==> config.mk <==
export PLATFORM = sky130hd
export DESIGN_NAME = trap_arbiter
export DESIGN_NICKNAME = d
export VERILOG_FILES = /design/src/rtl/trap_arbiter.sv
export SDC_FILE = /design/constraint.sdc
export NUM_CORES = 1
export LEC_CHECK = 0
export BUFFER_PORTS_ARGS = -buffer_cell sky130_fd_sc_hd__clkbuf_2
export CAP_MARGIN = 20
export CELL_PAD_IN_SITES_DETAIL_PLACEMENT = 1
export CELL_PAD_IN_SITES_GLOBAL_PLACEMENT = 2
export CORE_UTILIZATION = 28
export DETAILED_ROUTE_END_ITERATION = 10
export GPL_ROUTABILITY_DRIVEN = 1
export PLACE_DENSITY = 0.82
export SYNTH_ARGS = -nofsm -noshare
export SYNTH_HDL_FRONTEND = slang
export SYNTH_SLANG_ARGS = --single-unit
export TNS_END_PERCENT = 1
==> constraint.sdc <==
create_clock -name i_clk -period 1.97 [get_ports i_clk]
set_clock_uncertainty 0.15 [all_clocks]
set_input_delay 0.2955 -clock i_clk [delete_from_list [all_inputs] [get_ports i_clk]]
set_output_delay 0.2955 -clock i_clk [all_outputs]
set_load 0.05 [all_outputs]
==> src/rtl/trap_arbiter.sv <==
// trap_arbiter: picks exception / external IRQ / timer traps and walks the pipeline through drain, entry, handler and return.
// Build option TRAP_VECTORED_EN adds o_vec_off for vectored interrupt entry.
module trap_arbiter #(
    parameter int NUM_IRQ        = 4,
    parameter int CAUSE_W        = 5,
    parameter int IRQ_CAUSE_BASE = 16,
    parameter int DRAIN_MAX      = 8
) (
    input  logic               i_clk,
    input  logic               i_rst,
    input  logic [NUM_IRQ-1:0] i_irq,
    input  logic [NUM_IRQ-1:0] i_irq_en,
    input  logic               i_gie,
    input  logic               i_timer_irq,
    input  logic               i_timer_en,
    input  logic               i_excep,
    input  logic [CAUSE_W-1:0] i_excep_code,
    input  logic               i_mret,
    input  logic               i_drain_done,
    output logic [1:0]         o_pc_src,
    output logic               o_stall,
    output logic               o_flush,
    output logic               o_trap_take,
    output logic               o_is_intr,
    output logic [CAUSE_W-1:0] o_cause,
    output logic [NUM_IRQ-1:0] o_irq_claim,
    output logic               o_in_handler,
    output logic               o_mret_pulse,
`ifdef TRAP_VECTORED_EN
    output logic [CAUSE_W+1:0] o_vec_off,
`endif
    output logic               o_drain_tmo
);

    localparam logic [1:0] PC_RESET = 2'd0;
    localparam logic [1:0] PC_TRAP  = 2'd1;
    localparam logic [1:0] PC_EPC   = 2'd2;
    localparam logic [1:0] PC_NEXT  = 2'd3;

    localparam logic [CAUSE_W-1:0] TIMER_CAUSE = CAUSE_W'(7);
    localparam logic [7:0]         DRAIN_LAST  = 8'(DRAIN_MAX - 1);

    typedef enum logic [2:0] {
        RST_S   = 3'd0,
        RUN     = 3'd1,
        DRAIN   = 3'd2,
        TRAP    = 3'd3,
        HANDLER = 3'd4,
        RETURN  = 3'd5
    } state_t;

    state_t r_state;
    state_t w_state_nxt;

    logic [CAUSE_W-1:0] r_cause;
    logic               r_is_intr;
    logic [NUM_IRQ-1:0] r_claim;
    logic [7:0]         r_drain_cnt;

    logic [NUM_IRQ-1:0] w_irq_act;
    logic               w_irq_any;
    logic               w_tmr_act;
    logic               w_intr_pend;
    logic               w_found;
    logic [CAUSE_W-1:0] w_irq_sel_cause;
    logic [NUM_IRQ-1:0] w_irq_sel_claim;
    logic [CAUSE_W-1:0] w_req_cause;
    logic               w_req_is_intr;
    logic [NUM_IRQ-1:0] w_req_claim;
    logic               w_drain_last;
    logic               w_cap_req;
    logic               w_cap_exc;
    logic               w_clr_claim;

    assign w_irq_act   = i_irq & i_irq_en & {NUM_IRQ{i_gie}};
    assign w_irq_any   = |w_irq_act;
    assign w_tmr_act   = i_gie & i_timer_irq & i_timer_en;
    assign w_intr_pend = w_irq_any | w_tmr_act;
    assign w_drain_last = (r_drain_cnt == DRAIN_LAST);

    // Lowest-numbered enabled line wins among external interrupts.
    always_comb begin
        w_found         = 1'b0;
        w_irq_sel_cause = '0;
        w_irq_sel_claim = '0;
        for (int k = 0; k < NUM_IRQ; k++) begin
            if (w_irq_act[k] && !w_found) begin
                w_found            = 1'b1;
                w_irq_sel_cause    = CAUSE_W'(IRQ_CAUSE_BASE + k);
                w_irq_sel_claim[k] = 1'b1;
            end
        end
    end

    always_comb begin
        w_req_cause   = '0;
        w_req_is_intr = 1'b0;
        w_req_claim   = '0;
        if (i_excep) begin
            w_req_cause = i_excep_code;
        end else if (w_irq_any) begin
            w_req_cause   = w_irq_sel_cause;
            w_req_is_intr = 1'b1;
            w_req_claim   = w_irq_sel_claim;
        end else if (w_tmr_act) begin
            w_req_cause   = TIMER_CAUSE;
            w_req_is_intr = 1'b1;
        end
    end

    always_ff @(posedge i_clk) begin
        if (i_rst) begin
            r_state <= RST_S;
        end else begin
            r_state <= w_state_nxt;
        end
    end

    always_comb begin
        w_state_nxt  = r_state;
        o_pc_src     = PC_NEXT;
        o_stall      = 1'b0;
        o_flush      = 1'b0;
        o_trap_take  = 1'b0;
        o_in_handler = 1'b0;
        o_mret_pulse = 1'b0;
        o_drain_tmo  = 1'b0;
        w_cap_req    = 1'b0;
        w_cap_exc    = 1'b0;
        w_clr_claim  = 1'b0;
        case (r_state)
            RST_S: begin
                o_pc_src    = PC_RESET;
                o_flush     = 1'b1;
                w_state_nxt = RUN;
            end
            RUN: begin
                if (i_excep || w_intr_pend) begin
                    w_cap_req   = 1'b1;
                    w_state_nxt = DRAIN;
                end
            end
            DRAIN: begin
                o_stall = 1'b1;
                if (i_drain_done) begin
                    w_state_nxt = TRAP;
                end else if (w_drain_last) begin
                    o_drain_tmo = 1'b1;
                    w_state_nxt = TRAP;
                end
            end
            TRAP: begin
                o_pc_src    = PC_TRAP;
                o_flush     = 1'b1;
                o_trap_take = 1'b1;
                w_state_nxt = HANDLER;
            end
            HANDLER: begin
                // A fault inside the handler outranks a simultaneous mret.
                o_in_handler = 1'b1;
                if (i_excep) begin
                    w_cap_exc   = 1'b1;
                    w_state_nxt = DRAIN;
                end else if (i_mret) begin
                    w_clr_claim = 1'b1;
                    w_state_nxt = RETURN;
                end
            end
            RETURN: begin
                o_pc_src     = PC_EPC;
                o_flush      = 1'b1;
                o_mret_pulse = 1'b1;
                w_state_nxt  = RUN;
            end
            default: begin
                w_state_nxt = RST_S;
            end
        endcase
    end

    // Cause/claim are captured once on entry and held until the next trap or return.
    always_ff @(posedge i_clk) begin
        if (i_rst) begin
            r_cause     <= '0;
            r_is_intr   <= 1'b0;
            r_claim     <= '0;
            r_drain_cnt <= '0;
        end else begin
            if (w_cap_req) begin
                r_cause   <= w_req_cause;
                r_is_intr <= w_req_is_intr;
                r_claim   <= w_req_claim;
            end else if (w_cap_exc) begin
                r_cause   <= i_excep_code;
                r_is_intr <= 1'b0;
                r_claim   <= '0;
            end else if (w_clr_claim) begin
                r_claim <= '0;
            end
            if ((r_state == DRAIN) && (w_state_nxt == DRAIN)) begin
                r_drain_cnt <= r_drain_cnt + 8'd1;
            end else begin
                r_drain_cnt <= '0;
            end
        end
    end

    assign o_cause     = r_cause;
    assign o_is_intr   = r_is_intr;
    assign o_irq_claim = r_claim;

`ifdef TRAP_VECTORED_EN
    assign o_vec_off = (o_trap_take && r_is_intr) ? {r_cause, 2'b00} : '0;
`endif

endmodule

# --- Word-level counts from Yosys, hierarchy flattened ---
# Cells that the tools add are included.
word_totals:
  register_bits: 21
  inputBits: 21
  wordCells: 81
  output_inout_bits: 18
op_classes:
  eq_ne: 7
  n_mux: 47
  addsub: 1
  bitwise_logic: 6
  n_reduce_logical: 15
op_table:
  columns: ["operator", "count"]
  rows:
  - ["5-bit two-way mux", 8]
  - ["1-bit two-way mux", 26]
  - ["4-bit two-way mux", 5]
  - ["3-bit two-way mux", 6]
  - ["3-bit one-hot mux with 5 select lines", 1]
  - ["3-bit by 2-bit equality test with 1-bit output (second input constant)", 3]
  - ["8-bit by 1-bit adder with 8-bit output (second input constant)", 1]
  - ["4-bit AND", 2]
  - ["8-bit by 3-bit equality test with 1-bit output (second input constant)", 1]
  - ["3-bit equality test (second input constant)", 2]
  - ["2-bit one-hot mux with 3 select lines", 1]
  - ["1-bit logical AND", 4]
  - ["2-bit OR reduction", 2]
  - ["4-bit OR reduction", 1]
  - ["3-bit by 1-bit equality test with 1-bit output (second input constant)", 1]
  - ["1-bit logical NOT", 3]
  - ["3-bit logical NOT", 1]
  - ["3-bit nonzero test", 1]
  - ["3-bit OR reduction", 1]
  - ["1-bit AND", 2]
  - ["2-bit nonzero test", 1]
  - ["1-bit logical OR", 1]
  - ["1-bit inverter", 1]
  - ["1-bit bitwise OR", 1]

# --- Depth between registers and ports, before layout ---
depth:
  depth_word: 15
  depth_mapped: 6
  depth_no_buf: 5

# --- Worst setup path before layout ---
# Ideal clock, no wire load.
synth_path:
  kind: "register -> register"
  startpoint: "register r_state[2]"
  endpoint: "register r_claim[3] (netlist: o_irq_claim[3])"
  setup_slack_ns: -0.514
  path_buffers: 0
  period_less_slack_ns: 2.484
  required_time_ns: 1.689
  path_stages_with_launch: 5
  t_arrival_ns: 2.203
  setup_ns: 0.131
  path_cell_list: "dfxtp_1 nor3b_1 a21oi_1 nand2_1 a311oi_1"
synth_between:
  elab_chain_len: 4
  word_cells_on_any_way: 8
  classes_between: "eq/ne: 2; mux: 5; reduce/logical: 1"
synth_lines:
  columns: ["element", "line_no", "rtl"]
  rows:
  - ["start: declaration", "52", "state_t r_state;"]
  - ["start signal: assignment", "115", "r_state <= w_state_nxt;"]
  - ["3-bit equality test", "131", "case (r_state)"]
  - ["1-bit two-way mux", "131", null]
  - ["4-bit two-way mux", "193", "end else if (w_cap_exc) begin"]
  - ["4-bit two-way mux", "189", "if (w_cap_req) begin"]
  - ["end signal: assignment", "192", "r_claim <= w_req_claim;"]
  - ["end: declaration", "57", "logic [NUM_IRQ-1:0] r_claim;"]
# Parallel ways exist; a longest one is shown, timed or not.
# A chain may end at the register's enable or synchronous reset.

# --- Final worst setup path ---
layout_path:
  startpoint: "register r_drain_cnt[3]"
  endpoint: "output port o_drain_tmo"
layout_between:
  elab_chain_len: 4
layout_lines:
  columns: ["element", "line_no", "rtl"]
  rows:
  - ["start: declaration", "58", "logic [7:0] r_drain_cnt;"]
  - ["start signal: assignment", "201", "r_drain_cnt <= r_drain_cnt + 8'd1;"]
  - ["8-bit by 3-bit equality test with 1-bit output", "79", "assign w_drain_last = (r_drain_cnt == DRAIN_LAST);"]
  - ["1-bit two-way mux", "147", "end else if (w_drain_last) begin"]
  - ["1-bit two-way mux", "145", "if (i_drain_done) begin"]
  - ["1-bit two-way mux", "131", null]
  - ["end: declaration", "32", "output logic o_drain_tmo"]
# No other way between the ends.

==> flow_summary.yaml <==
drt:
  drtAntennaViolNets: 0
  vias_per_cell: 5.52
  route.vias.total: 1286
  drt_iter0_markers: 33
  wl_um: 3620
  post_drt_wl_per_cell_um: 15.5
  firstDrtPassIters: 4
  drc: 0
worst_setup_path:
  r2r-start: "r_drain_cnt[0]"
  r2r_slack_ns: 0.13
  crit_required_ns: 1.52
  crit_arrival_ns: 1.65
  critPathMaxFanout: 2
  worst-r2r-cell-count: 6
  start_kind: "flop"
  end_kind: "output pin"
  reg2reg_to: "r_drain_cnt[4]"
  path_class: "reg2out"
  worstSetupStartpoint: "r_drain_cnt[3]"
  crit_path_end: "o_drain_tmo"
die:
  die_w_um: 67.3
  placeableCoreArea_um2: 4060
  dieArea_um2: 4530
  initial_core_util_pct: 29.4
  io_pins: 39
  die_h_um: 67.3
  rows: 23
sta:
  drv_slew: 0
  timing.final.ws_setup_ns: -0.122
  timing.fmax_mhz: 478
  worstMarginPinSlew_ns: 0.440
  min_period_ns: 2.09
  tns_ns: -0.122
  slew_headroom_pct: 70.7
  hold_viol: 0
  fin_crit_sh_pct: 106
  setup_viol: 1
  rsz0062_at_grt: "true"
yosys:
  synthCells: 139
  synth_edf_count: 0
  synthAdderAreaFrac_pct: 1.05
  yosys.area_share.simple_pct: 29.6
  synth-compound-area-share_pct: 25.5
  synth-seq-cells: 21
  synthXorXnorAreaFrac_pct: 5.14
  syn_nets: 161
  yosysTopAreaCell: "dfxtp_1"
  synth_top_area_share_pct: 35.2
  yosysWarnings: 0
  syn_area_per_cell_um2: 8.59
  ys_top_cells_by_area: "dfxtp_1 (35%), nand3_1 (3.8%), nand2_1 (3.8%)"
  synth.top_cells.by_count: "dfxtp_1 (21), nand2_1 (12), nor2_1 (12), nand3_1 (9), a21oi_1 (7)"
  ys.flop_type: "dfxtp_1"
  synth_mux_area_share_pct: 0
  synth_cell_type_count: 47
  synth_top_family_by_area: "simple AND/OR/NAND/NOR gates"
  synthArstFlopShare_pct: 0
  syn_area_um2: 1190
  synth_most_common_cell: "dfxtp_1"
  synth-seq-area-share_pct: 35.2
status:
  violations: "negative setup slack"
  status: "finished, violations left"
global_routing:
  antenna_found_initial: 0
  grt_max_degree: 14
  overflow: 0
  grt_pass1_vias: 1266
  grt_usage_pct: 16.6
  grt_pass1_wl_um: 5650
final_layout:
  antenna_cells: 0
  fin_nets: 206
  drive_gt1_share_pct: 34.4
  fillers: 495
  finalInstanceArea_um2: 1580
  area_growth_pct: 32.6
clock_tree:
  cts_tree: "built"
  clock_latency_ns: 0.26
  clock-sinks: 21
  clockRootBuffer: "clkbuf_8"
  cts_buffers: 3
  clk_pin_slew_ns: 0.08
  htreeDepth: 1
  clockBufferDepth: 2
place:
  globalplace.congestion: 0.790
  dp_hpwl_um: 2800
  portBuffers: 38
  placement.cell_area_um2: 1470
min_path:
  hold_path_class: "in2reg"
pwr:
  ir_drop_v: 0.000238
  p_leak_nw: 0.677
  power_density_nw_per_um2: 816
run:
  maxCapViolCount: 0
metal layers:
layer	GRT usage, %	routed length [um]	up-vias
met5	0	0	-
met4	6.65	113	0
met3	2.53	128	11
met2	29.1	1790	34
met1	20.0	1590	624
li1	-	-	617
layout make-up:
cell class / count / area, um2 / share of cell area, %
inverters: 3 / 11.3 / 0.711
well taps: 50 / 62.6 / 3.95
repair buffers: 45 / 269 / 17.0
clock buffers: 4 / 45.0 / 2.85
multi-input cells: 110 / 767 / 48.5
flip-flops and latches: 21 / 428 / 27.0
worst min path at each step:
| stage | startpoint | endpoint | cells after the start |
|---|---|---|---|
| 6_report | i_excep_code[3] | o_cause[3] | 3 |
| 3_3_place_gp | r_drain_cnt[0] | r_drain_cnt[0] | 1 |
| 5_1_grt | i_excep_code[3] | o_cause[3] | 3 |
| 2_1_floorplan | i_rst | o_irq_claim[3] | 1 |
| 4_1_cts | i_excep_code[3] | o_cause[3] | 3 |
| 3_5_place_dp | r_drain_cnt[0] | r_drain_cnt[0] | 1 |
logic make-up (layout without fill, tap and decap cells):
kind of cell,Yosys count,in the layout
buf+inv,8,52
fa+ha+maj,1,1
flops,21,21
simple gates,61,61
compound gates,41,41
xor+xnor,7,7
stage by stage:
stage          total power, W  setup slack [ns]  util (%)  hold WS (ns)  std cells
2_1_floorplan        0.000853            -0.251         -         0.218        139
3_3_place_gp         0.000968            0.0998      36.1         0.273        226
3_5_place_dp         0.000982            0.0271      36.1         0.298        226
4_1_cts               0.00129            -0.145      38.4         0.101        233
5_1_grt               0.00135            -0.165      39.0         0.118        233
6_report              0.00129            -0.122      39.0         0.108        233
sequential cells by signal, indices dropped and copies added (netlist names):
name	count
o_irq_claim	4
o_is_intr	1
r_drain_cnt	8
o_cause	5
r_state	3
worst max-delay path, cell delays in order, from the launching register on:
cell and delay [ns]:
dfxtp_2 0.32, or4_4 0.54, nor3_4 0.14, and3b_2 0.24
buf_12 0.14
timing repair:
| item | in CTS | in global routing |
|---|---|---|
| gates cloned | 0 | 0 |
| buffers inserted | 3 | 0 |
| setup endpoints to repair | 4 | 9 |
| resized for setup | 10 | 7 |
| pin swaps | 1 | 1 |
| hold buffers | 0 | 0 |
power breakdown:
part | leakage, nW | internal (W) | switching [W]
sequential | 0.172 | 0.000454 | 0.0000320
combinational | 0.482 | 0.000169 | 0.000348
clock | 0.0228 | 0.000144 | 0.000145
cell usage in the layout (no fill, tap or decap), drive strengths merged, types with 2 or more instances in the layout:
cell / count
xnor2: 2
nor3b: 3
dfxtp: 21
buf: 8
o21ai: 4
nand2: 12
a31oi: 5
and3: 2
o311a: 2
a22o: 2
xor2: 5
nand2b: 2
a22oi: 3
inv: 3
a41oi: 2
nor2: 13
a21oi: 7
nor2b: 3
and3b: 2
nand3: 9
o221ai: 2
or2: 2
clkbuf: 41
a311oi: 5
nand4: 3
and2: 2
nor3: 2
o31ai: 2
Note: power is estimated with default switching activity, not from simulation.
